==> src/rtl/sr_cmd_gen.sv <==
// sr_cmd_gen: turns two bouncy, asynchronous pushbuttons into clean one-cycle
// SR flip-flop commands. Each input is synchronized and debounced, then its
// rising edges become requests. Requests that arrive together are arbitrated.
// After each command a lockout gap follows, and a one-deep pending slot keeps
// the most recent request that arrived during that gap.
//
// Ports:
//   clk      - system clock, rising edge
//   rst      - asynchronous active-high reset
//   set_in   - raw set button (asynchronous)
//   clr_in   - raw clear button (asynchronous)
//   sr[1:0]  - registered command pulse: 10 set, 01 reset, 00 hold (never 11)
//   conflict - one-cycle pulse when simultaneous requests are dropped (PRIORITY 0)
//   busy     - high while the lockout gap is running
//   q_model  - expected flip-flop state after the commands issued so far
module sr_cmd_gen #(
    parameter int unsigned DEBOUNCE_CYCLES = 4,
    parameter int unsigned LOCKOUT_CYCLES  = 3,
    parameter int unsigned PRIORITY        = 0
) (
    input  logic       clk,
    input  logic       rst,
    input  logic       set_in,
    input  logic       clr_in,
    output logic [1:0] sr,
    output logic       conflict,
    output logic       busy,
    output logic       q_model
);

    localparam int unsigned CNT_W = 8;
    localparam logic [CNT_W-1:0] DEB_LAST  = CNT_W'(DEBOUNCE_CYCLES - 1);
    localparam logic [CNT_W-1:0] LOCK_LOAD = CNT_W'(LOCKOUT_CYCLES);
    localparam logic [1:0] CMD_HOLD = 2'b00;
    localparam logic [1:0] CMD_SET  = 2'b10;
    localparam logic [1:0] CMD_CLR  = 2'b01;

    typedef enum logic {IDLE, LOCK} state_t;

    // Bit 1 carries the set channel and bit 0 the clear channel, which matches the sr encoding.
    logic [1:0]            sync1;
    logic [1:0]            sync2;
    logic [1:0]            deb;
    logic [1:0]            deb_prev;
    logic [1:0][CNT_W-1:0] deb_cnt;

    logic [1:0]       req;
    logic [1:0]       cmd;
    logic             drop;
    logic [1:0]       issue_cmd;

    state_t           state;
    logic [CNT_W-1:0] lock_cnt;
    logic [1:0]       pend;
    logic             pend_valid;

    // Two-flop synchronizers followed by per-channel debounce counters.
    // A level changes only when the counter would reach DEBOUNCE_CYCLES.
    always_ff @(posedge clk or posedge rst) begin
        if (rst) begin
            sync1    <= '0;
            sync2    <= '0;
            deb      <= '0;
            deb_prev <= '0;
            deb_cnt  <= '0;
        end else begin
            sync1    <= {set_in, clr_in};
            sync2    <= sync1;
            deb_prev <= deb;
            for (int i = 0; i < 2; i++) begin
                if (sync2[i] == deb[i]) begin
                    deb_cnt[i] <= '0;
                end else if (deb_cnt[i] == DEB_LAST) begin
                    deb[i]     <= sync2[i];
                    deb_cnt[i] <= '0;
                end else begin
                    deb_cnt[i] <= deb_cnt[i] + CNT_W'(1);
                end
            end
        end
    end

    // A rising edge of a debounced level is a request; falling edges are ignored.
    assign req = deb & ~deb_prev;

    // Arbitration of simultaneous requests. A single request passes unchanged.
    always_comb begin
        cmd  = CMD_HOLD;
        drop = 1'b0;
        if (req == 2'b11) begin
            if (PRIORITY == 1) begin
                cmd = CMD_SET;
            end else if (PRIORITY == 2) begin
                cmd = CMD_CLR;
            end else begin
                drop = 1'b1;
            end
        end else begin
            cmd = req;
        end
    end

    // A pending command goes out before a new request.
    assign issue_cmd = pend_valid ? pend : cmd;

    // Command FSM. All outputs are registered here.
    always_ff @(posedge clk or posedge rst) begin
        if (rst) begin
            state      <= IDLE;
            lock_cnt   <= '0;
            pend       <= CMD_HOLD;
            pend_valid <= 1'b0;
            sr         <= CMD_HOLD;
            conflict   <= 1'b0;
            busy       <= 1'b0;
            q_model    <= 1'b0;
        end else begin
            sr       <= CMD_HOLD;
            conflict <= drop;
            case (state)
                IDLE: begin
                    if (pend_valid || (cmd != CMD_HOLD)) begin
                        sr      <= issue_cmd;
                        q_model <= issue_cmd[1];
                        // When the pending command is issued, a new request takes its slot.
                        if (pend_valid) begin
                            pend       <= cmd;
                            pend_valid <= (cmd != CMD_HOLD);
                        end
                        if (LOCK_LOAD != '0) begin
                            state    <= LOCK;
                            busy     <= 1'b1;
                            lock_cnt <= LOCK_LOAD;
                        end
                    end
                end
                LOCK: begin
                    // The most recent request during the lockout gap wins.
                    if (cmd != CMD_HOLD) begin
                        pend       <= cmd;
                        pend_valid <= 1'b1;
                    end
                    if (lock_cnt == CNT_W'(1)) begin
                        state    <= IDLE;
                        busy     <= 1'b0;
                        lock_cnt <= '0;
                    end else begin
                        lock_cnt <= lock_cnt - CNT_W'(1);
                    end
                end
            endcase
        end
    end

endmodule

==> config.mk <==
export PLATFORM = sky130hd
export DESIGN_NAME = sr_cmd_gen
export DESIGN_NICKNAME = d
export VERILOG_FILES = /design/src/rtl/sr_cmd_gen.sv
export SDC_FILE = /design/constraint.sdc
export NUM_CORES = 1
export LEC_CHECK = 0
export ABC_AREA = 1
export CAP_MARGIN = 20
export CORE_MARGIN = 2
export CORE_UTILIZATION = 59
export CTS_BUF_LIST = sky130_fd_sc_hd__clkbuf_4 sky130_fd_sc_hd__clkbuf_8 sky130_fd_sc_hd__clkbuf_16
export CTS_CLUSTER_SIZE = 24
export DETAILED_ROUTE_END_ITERATION = 10
export PLACE_DENSITY = 0.85
export SKIP_LAST_GASP = 1
export SLEW_MARGIN = 20
export SYNTH_ARGS = -nofsm -noshare
export SYNTH_HDL_FRONTEND = slang
export SYNTH_SLANG_ARGS = --single-unit
==> constraint.sdc <==
create_clock -name clk -period 1.7 [get_ports clk]
set_input_delay 0.34 -clock clk [delete_from_list [all_inputs] [get_ports clk]]
set_output_delay 0.34 -clock clk [all_outputs]
set_load 0.01 [all_outputs]
After elaboration in Yosys (flattened, before gate mapping):

Cells that the tools add are included.

* register bits: 41
* bits in latches: 0
* bits in writable memories: 0
* memory bits (read-only): 0
* memories kept: 0

* add/subtract/negate cells: 3
* $mul: 0
* divide/modulo/power cells: 0
* magnitude comparators: 0
* equal/unequal tests: 10
* shift-type cells: 0
* muxes and demuxes: 26
* bitwise logic cells: 5
* reductions and logical operators: 8

Operator list (count)
* two-way mux 8 bit: 6
* adder 8 x 1 -> 8 bit, second input constant: 2
* == test 8 x 2 -> 1 bit, second input constant: 2
* one-hot mux 8 bit (2 select lines): 1
* two-way mux 2 bit: 7
* AND reduction 2 bit: 5
* == test 8 x 1 -> 1 bit, second input constant: 1
* two-way mux 1 bit: 8
* subtractor 8 x 1 -> 8 bit, second input constant: 1
* one-hot mux 1 bit (2 select lines): 3
* inequality test 2 x 1 -> 1 bit, second input constant: 2
* inequality test 2 bit, second input constant: 2
* one-hot mux 2 bit (2 select lines): 1
* NOT 1 bit: 3
* AND reduction 3 bit: 1
* AND 2 bit: 1
* == test 1 bit: 2
* == test 2 bit, second input constant: 1
* NOT 2 bit: 1
* nonzero test 2 bit: 1
* logical OR 1 bit: 1

Logic depth before layout (Yosys ltp):

Gate-level depths: netlist (run 1).

* depth after elaboration: 8
* gate-level depth with buffers: 11
* gate-level depth less buffers: 11

Least setup slack after synthesis (run 1):

Ideal clock, no wire load.

* path kind: flip-flop to flip-flop
* start point: reg deb[0]
* end point: reg lock_cnt[4]
* library setup time: 0.116 ns
* arrival time: 1.350 ns
* required time: 1.584 ns
* slack: 0.234 ns
* stages on the path, launching flop included: 12
* buffers on the path: 0
* period minus slack after synthesis: 1.466 ns
* path through: dfrtp_1 -> inv_1 -> nor2_1 -> inv_1 -> ha_1 -> nand2_2 -> nor2_4 -> inv_2 -> nand2_1 -> nand2_1 -> nand2_1 -> nor2_1

* word-level cells in the longest chain between the ends: 6

Ends and longest elaborated chain
* from (decl): RTL line 43 `logic [1:0] deb;`
* from (signal, indexed assignment): RTL line 74 `deb[i] <= sync2[i];`
* AND 2 bit (*): RTL line 84 `assign req = deb & ~deb_prev;`
* == test 2 bit: RTL line 90 `if (req == 2'b11) begin`
* two-way mux 2 bit (*): RTL line 90
* nonzero test 2 bit (*): RTL line 122 `if (pend_valid || (cmd != CMD_HOLD)) begin`
* logical OR 1 bit (*): RTL line 122
* inequality test 2 bit (no source line) (*)
* to (signal assigned): RTL line 148 `lock_cnt <= lock_cnt - CNT_W'(1);`
* to (decl): RTL line 53 `logic [CNT_W-1:0] lock_cnt;`

Mark *: on every way between the ends. The rest lies on a longest branch, timed or not.
A chain may end at the register's enable or synchronous reset.

Worst setup path after layout (run 1):

* start point: reg busy
* end point: out busy

RTL lines
* from (decl): RTL line 27 `output logic busy,`
* from (signal assigned): RTL line 115 `busy <= 1'b0;`
* from (signal assigned): RTL line 132 `busy <= 1'b1;`
* from (signal assigned): RTL line 145 `busy <= 1'b0;`

No word-level cell between the ends.

==> results of run 1 <==
[registers in the layout, indices dropped and copies added (netlist names), 2 cells and up]
name	count
deb	2
deb_prev	2
sync1	2
sync2	2
lock_cnt	8
pend	2
deb_cnt	16
sr	2
[cells by family after synthesis]
group	share of synthesized area, %
AO/OA/AOI/OAI	5.43
XOR/XNOR	3.66
adder cells (fa/ha/maj)	4.58
buffers and inverters	6.47
flip-flops	53.6
AND/OR/NAND/NOR	26.2
[final cells by class]
class	instances	share of cell area [%]
well taps	44	2.56
clock buffers	5	1.75
repair buffers	10	5.00
inverters	33	5.76
clock inverters	2	1.63
multi-input cells	145	35.6
flip-flops and latches	41	47.7
[where the power goes]
| group | switching (W) | leakage (nW) | internal, W |
|---|---|---|---|
| Sequential | 0.000229 | 0.527 | 0.00123 |
| Clock | 0.000309 | 0.0410 | 0.000299 |
| Combinational | 0.000779 | 0.503 | 0.000469 |
[metal layers]
layer | global-route usage (%) | part of all wire [%] | up-vias
met3 | 7.46 | 4.0 | 7
met2 | 33.2 | 49 | 28
li1 | - | - | 722
met1 | 24.6 | 45 | 680
met5 | 0 | 0 | -
met4 | 9.63 | 1.6 | 0
[worst paths after layout]
check / cells after the start / endpoint / from
setup / recovery: 1 / busy / busy
hold / removal: 3 / lock_cnt[5] / rst
setup reg to reg: 10 / lock_cnt[3] / deb[0]
hold reg to reg: 0 / sync2[0] / sync1[0]
max in group asynchronous: 3 / lock_cnt[3] / rst
min in group clk: 0 / sync2[0] / sync1[0]
[metrics by stage]
| step | total power, W | setup slack (ns) | area (um^2) |
|---|---|---|---|
| 2_1_floorplan | 0.00235 | 0.234 | 1910 |
| 3_3_place_gp | 0.00262 | 0.151 | 2070 |
| 3_5_place_dp | 0.00269 | 0.0592 | 2070 |
| 4_1_cts | 0.00331 | 0.0251 | 2140 |
| 5_1_grt | 0.00360 | 0.0215 | 2150 |
| 6_report | 0.00332 | 0.116 | 2150 |
[cells in the final DEF, fill, tap and decap left out]
cell type,instances
nand2_1,47
dfrtp_1,41
nor2_1,31
inv_1,30
nand3_1,11
o21ai_0,9
clkdlybuf4s50_1,8
xor2_1,7
ha_1,7
nor3_1,6
clkbuf_4,5
inv_2,3
nor2_4,3
nor2_2,3
nand4_1,3
o21ai_1,3
a21oi_1,3
nand2_2,2
nand3_2,2
o21bai_1,2
nor3_2,1
a31oi_1,1
xnor2_1,1
and3_1,1
nor4_1,1
a22oi_1,1
clkinv_2,1
bufinv_16,1
buf_12,1
buf_4,1
[tightest hold or removal path: cells and delay by family]
kind	cells	cell delay (ns)
buffers and inverters	3	0.73
[timing repair]
action / CTS / global route
buffers inserted: 0 / 1
endpoints found under the setup margin: 0 / 4
gates resized for setup: 0 / 1
==> results, run 1 <==
- The worst slew margin relative to its limit is 78.9%.
- The number of hold buffers added after CTS is 0.
- The final routed wire length divided by cell count is 11.7 um.
- The static leakage power is 1.07 nW.
- The count of inserted antenna diode cells is 0.
- The first global-routing pass estimated 5470 um of wire.
- The number of nets with antenna violations after routing is 0.
- The detailed-router iteration count before antenna repair is 4.
- Counting both buffers and inverters, the worst setup path holds a total of 1.
- The signal on the critical path passes through clkdlybuf4s50_1.
- Setup violations remaining at the end of the flow were counted as 0.
- The half-perimeter wire length after placement is 2280 um.
- The total number of clock tree sinks is 41.
- The number of enable flip-flop cells after synthesis is 0.
- The clock latency on the worst-skew pair is 0.36 ns.
- The final cell count without fillers is 280.
- The total detailed-routing wirelength is 3270 um.
- The critical path required time is 1.36 ns.
- The Yosys warning count is 0.
- Yosys mapped the design onto 24 distinct sky130hd cell types.
- The area of the placeable core is 0.00308 mm^2.
- Setup slack on the worst reg-to-reg path comes out at 0.15 ns.
- For this design, the slowest cell found on the critical path is clkdlybuf4s50_1.
- The final hold violation count is 0.
- Among all cell types in the netlist, the one instantiated most often is nand2_1.
- The CTS buffer count is 5.
- The number of fill cells in the layout is 257.
- The number of placed instances, taps included is 272.
- Entering global routing, the biggest net connects 42 pins.
- The detailed router finished its first iteration with 77 violations.
- The tool flagged a number of max-cap violations equal to 0.
- STA classifies the critical path startpoint as a register.
- Cells with a size suffix above 1 make up 9.75% of the layout.
- For the final database, setup skew stands at 0.0191 ns.
- The peak per-stage delay on the critical path is 0.54 ns.
- The CTS tree is done.
- The register area share after synthesis is 53.6%.
- The synthesized netlist net count is 230.
- STA classifies the critical path endpoint as an output port.
- In the final layout, the multi-input gates occupy 766 um^2.
- The arrival time reported for the critical path endpoint is 1.24 ns.
- No sink is reached through more buffers than the 2 on the longest clock path.
- The quantity of I/O buffers inserted on ports is 8.
- The placer congestion estimate is 0.904.
- Ranked by total cell area, the synthesized netlist is headed by dfrtp_1, nand2_1, nor2_1.
- The number of global-route vias before repair is 1,336.
- The number of DRC violations after detailed routing is 0.
- 9 I/O pins were placed.
- The summed instance area of the synthesized netlist is 0.00191 mm^2.
- Sorting the synthesized cells by how often they occur yields nand2_1, dfrtp_1, nor2_1, inv_1, nand3_1.
- The run finished with clean final reports.
- The worst-case IR drop observed on VDD is 0.000763 V.
- The final core utilization is 69.9%.
- The area share of the leading cell type in the synthesized netlist is 53.6%.
- After synthesis, the mean cell area works out to 8.74 um^2.
- In the synthesized netlist the dominant register cell turns out to be dfrtp_1.
- The count of final max-slew check failures is 0.
- Based on the critical path, the design can be clocked at up to 631 MHz.
- At the pin with the least slew margin, the transition time is 0.316 ns.
- Counting flops and latches in the post-synthesis netlist gives 41.
- Adding up every negative setup slack in the final design gives 0 ns.
- The die covers 0.00371 mm^2.
- For this run the aggregate overflow at the end of global routing stands at 0.
- The layout overhead on the synthesized area is 12.4%.
- For this run, the total global-route usage over all layers was measured as 20.6%.
- The initial antenna violation count is 0.
- Setup repair after global routing left no endpoint under its margin.
- Across all hold checks on the routed design, the worst slack comes to 0.324 ns.
- The cell sitting at the root of the clock tree is a clkbuf_4.
- The final clock period utilization by the worst path is 93.2%.
- In this design, the largest share of critical-path delay is due to buffers and inverters.
- The power per cell area is 1540 mW/mm^2.
- In the synthesized netlist, the number of instances is 219.
- The setup path with the least slack is of type register to output port.
- The worst hold-check path type is primary input to asynchronous set/reset pin.
- From left edge to right edge, the die measures 60.9 um.
- For the finished layout, the period the worst path requires is 1.58 ns.
- The starting density of the core is 62.2%.
- The total area of sequential cells is 0.00103 mm^2.
- The overall die height is 60.9 um.
- The H-tree was split into 2 levels.
- The ratio of routed vias to standard cells is 5.13.
- Clock-pin slew was measured on the worst setup and hold paths at 0.13 ns.
- The maximum fanout along the worst path is 2.
- The total number of placement rows is 20.
- Of all cell types, the one taking the most synthesized area is dfrtp_1.
- The via count is 1,437.
- After synthesis, the share of flip-flops with an asynchronous set or reset is 100%.
- After the last flow step, the layout net total stands at 247.
(Power assumes the default switching activity.)
==> run 2: changes to the inputs <==
--- a/config.mk
+++ b/config.mk
@@ -6,13 +6,14 @@
 export NUM_CORES = 1
 export LEC_CHECK = 0
 export ABC_AREA = 1
+export ABC_CLOCK_PERIOD_IN_PS = 1310
 export CAP_MARGIN = 20
 export CORE_MARGIN = 2
-export CORE_UTILIZATION = 59
+export CORE_UTILIZATION = 53
 export CTS_BUF_LIST = sky130_fd_sc_hd__clkbuf_4 sky130_fd_sc_hd__clkbuf_8 sky130_fd_sc_hd__clkbuf_16
 export CTS_CLUSTER_SIZE = 24
 export DETAILED_ROUTE_END_ITERATION = 10
-export PLACE_DENSITY = 0.85
+export PLACE_DENSITY = 0.74
 export SKIP_LAST_GASP = 1
 export SLEW_MARGIN = 20
 export SYNTH_ARGS = -nofsm -noshare
==> constraint.sdc (replaced) <==
create_clock -name clk -period 1.31 [get_ports clk]
set_input_delay 0.262 -clock clk [delete_from_list [all_inputs] [get_ports clk]]
set_output_delay 0.262 -clock clk [all_outputs]
set_load 0.01 [all_outputs]
==> run 2 against run 1 <==
Net effect: first-iteration DRC count increased by 23%; critical path type is now register to register; critical endpoint is now lock_cnt[1]; the run now ends with negative setup slack left; core utilization decreased by 1.1 points; highest routed layer unchanged; final cell count increased by 6.8%; non-clock buffer count increased by 16.
==> results, run 2 (synthesized netlist as in run 1, its figures left out) <==
- In this run the critical register-to-register path is captured at lock_cnt[1].
- Leaving out fill and tap cells, the most frequent cells in the layout are nand2_1, dfrtp_1, nor2_1.
- The initial detailed-routing violation count is 95 (+23%).
- The number of global-route vias before repair came to 1,416 (+6.0%).
- The area of the placeable core came to 0.00339 mm^2 (+10%).
- The static leakage power is 1.18 nW (+10%).
- The number of buffers and inverters on the critical path is 3 (+2).
- The net total in the final layout is 263 (+6.5%).
- The total chip power is 0.00475 W (+43%).
- The total routing usage reported by global routing is 18.1% (-2.4 points).
- The initial antenna violation count is 0 (unchanged).
- The power share of the combinational group came to 46.8% (+9.2 points).
- The worst vdd rail ir drop is 0.00112 V (+46%).
- The width of the chip is 64.1 um (+5.1%).
- The flip-flop count of the largest register, all copies and words added is 16 (unchanged).
- The checks that failed: negative setup slack.
- The clock latency on the worst-skew pair is 0.35 ns (about the same).
- The global-route wire length before repair is 5810 um (+6.2%).
- The transition time of the tightest slew-check pin is 0.418 ns (+0.102 ns).
- The worst slew margin relative to its limit came to 72.1% (-6.8 points).
- Static timing analysis puts the maximum clock frequency at 690 MHz.
- In this run the critical register-to-register path is launched from deb_prev[0].
- The peak per-stage delay on the critical path is 0.39 ns (-0.15 ns).
- The maximum fanout along the worst path is 5 (+3).
- The final non-filler cell area was 0.00233 mm^2 (+8.4%).
- The critical path required time is 1.54 ns (+0.18 ns).
- The clock transition at the registers of the reported paths is 0.12 ns (about the same).
- The worst hold-check path type is primary input to asynchronous set/reset pin.
- Setup repair after global routing could not meet its margin everywhere.
- The count of cells along the worst register-to-register path was 8 (-2).
- The area of the die is 0.00411 mm^2 (+11%).
- The power per cell area is 2040 mW/mm^2 (+32%).
- The quantity of I/O buffers inserted on ports was 8 (unchanged).
- The family with the most delay on the worst path is flip-flops.
- The routed design could run at a clock period as short as 1.45 ns.
- The maximum buffer depth of the clock tree is 2 (unchanged).
- The minimum setup slack after placement is -0.129 ns (-0.188 ns).
- The total grt overflow is 0 (unchanged).
- The via count is 1,475 (+2.6%).
- The critical path is of the register to register type.
- Of the available clock period, the critical path in the final layout requires 111%.
- The share of total power in the clock network came to 13.1% (-5.2 points).
- The detailed-router iteration count before antenna repair is 4 (unchanged).
- The arrival time reported for the critical path endpoint came to 1.67 ns (+0.43 ns).
- The worst-case hold slack is 0.248 ns (-0.0755 ns).
- The total placed instance area is 0.00213 mm^2 (+3.1%).
- The total number of placement rows is 21 (+5.0%).
- The switching power share of the total is 40.6% (+0.87 points).
- The final hold violation count was 0 (unchanged).
- The number of fill cells in the layout is 259 (+0.78%).
- The worst-case setup margin in the final layout was -0.139 ns (-0.255 ns).
- The internal power summed over all cells is 0.00282 W (+41%).
- The layout overhead on the synthesized area is 21.8%.
- The largest clock skew in the final design was 0.00854 ns (-0.0106 ns).
- The placer congestion estimate is 0.857 (-5.2%).
- deb_cnt holds more flip-flops than any other register.
- The ratio of routed vias to standard cells is 4.93 (-3.9%).
- The most common cell after layout, fill and taps aside is nand2_1.
- The number of H-tree branching levels was 2 (unchanged).
- The half-perimeter wire length after placement is 2270 um (-0.16%).
- The worst reg-to-reg setup slack was -0.14 ns (-0.29 ns).
- The share of post-route cells with drive strength above 1 is 20.9% (+11 points).
- The switching power summed over all nets came to 0.00193 W (+46%).
- The number of nets with antenna violations after routing is 0 (unchanged).
- The count of inserted antenna diode cells is 0 (unchanged).
- The buffer cell driving the clock tree root is clkbuf_4.
- The total setup violations reported at the end of the flow was 14 (+14).
- The count of final max-slew check failures came to 0 (unchanged).
- The critical path's slowest cell is dfrtp_1.
- The pin count of the biggest net entering global routing is 42 (unchanged).
- The number of violations of the max-capacitance limit was 0 (unchanged).
- STA classifies the critical path endpoint as a register.
- The sequential group share of total power is 40.1% (-4.0 points).
- The flow ran to the end, but the final reports show violations.
- The total detailed-routing wirelength is 3390 um (+3.6%).
- The total number of clock tree sinks is 41 (unchanged).
- The worst setup path is launched from a register.
- The final routed wire length divided by cell count is 11.3 um (-2.9%).
- The overall die height was 64.1 um (+5.1%).
- The largest registers in the layout are deb_cnt x16, lock_cnt x8.
- The CTS buffer count is 5 (unchanged).
- The final setup TNS is -1.04 ns (-1.04 ns).
- The number of hold buffers added after CTS was 0 (unchanged).
- The total I/O pin count is 9 (unchanged).
- The critical path goes through nor2_2, inv_2, ha_4, nand2_4, nor2_4, buf_4, buf_6, a22oi_2.
- The starting density of the core is 56.4% (-5.7 points).
- The number of DRC violations after detailed routing came to 0 (unchanged).
- The CTS tree is done.
[run 2: layout make-up]
type / count / area, um^2 / area share [%]
Clock inverter: 2 / 10.0 / 0.429
Multi-Input combinational cell: 145 / 838 / 36.0
Clock buffer: 6 / 45.0 / 1.93
Tap cell: 46 / 57.6 / 2.47
Sequential cell: 41 / 1030 / 44.0
Timing Repair Buffer: 26 / 228 / 9.77
Inverter: 33 / 126 / 5.42
[run 2: metal layers]
metal	vias up	track usage, %	wire (um)
met5	-	0	0
met4	0	8.70	61
met3	9	4.23	123
met2	31	29.0	1640
met1	677	23.2	1560
li1	758	-	-
[run 2: repair_timing]
action,4_1_cts,5_1_grt
resized for setup,10,20
setup endpoints to repair,18,23
buffers inserted,1,8
endpoints found under the hold margin,0,0
pin swaps,4,10
[run 2: how the worst max path moves through the flow]
stage	from	endpoint	slack, ns	depth (start not counted)
floorplan	deb[0]	lock_cnt[4]	-0.12	11
global placement	deb_prev[0]	lock_cnt[4]	-0.08	10
detailed placement	deb_prev[0]	lock_cnt[4]	-0.13	10
CTS	deb[0]	lock_cnt[4]	-0.12	11
global route	deb_prev[0]	lock_cnt[4]	-0.26	10
finish	deb_prev[0]	lock_cnt[1]	-0.14	8
[run 2: metrics by stage]
step | std cells | util, %
global placement | 282 | 62.9
finish | 299 | 68.8
floorplan | 219 | -
CTS | 291 | 65.3
global route | 299 | 68.8
detailed placement | 282 | 62.9
[run 2: power by group through the flow]
stage	clock [W]	combinational, W	sequential, W
finish	0.000622	0.00222	0.00190
global placement	0	0.00170	0.00189
floorplan	0	0.00118	0.00188
global route	0.000701	0.00250	0.00195
CTS	0.000644	0.00183	0.00187
detailed placement	0	0.00176	0.00190
[run 2: worst register-to-register path, cell delays in order, from the launching register on]
cell and delay [ns]:
dfrtp_1 0.39, nor2_2 0.14, inv_2 0.06, ha_4 0.28
nand2_4 0.06, nor2_4 0.15, buf_4 0.14, buf_6 0.08
a22oi_2 0.04
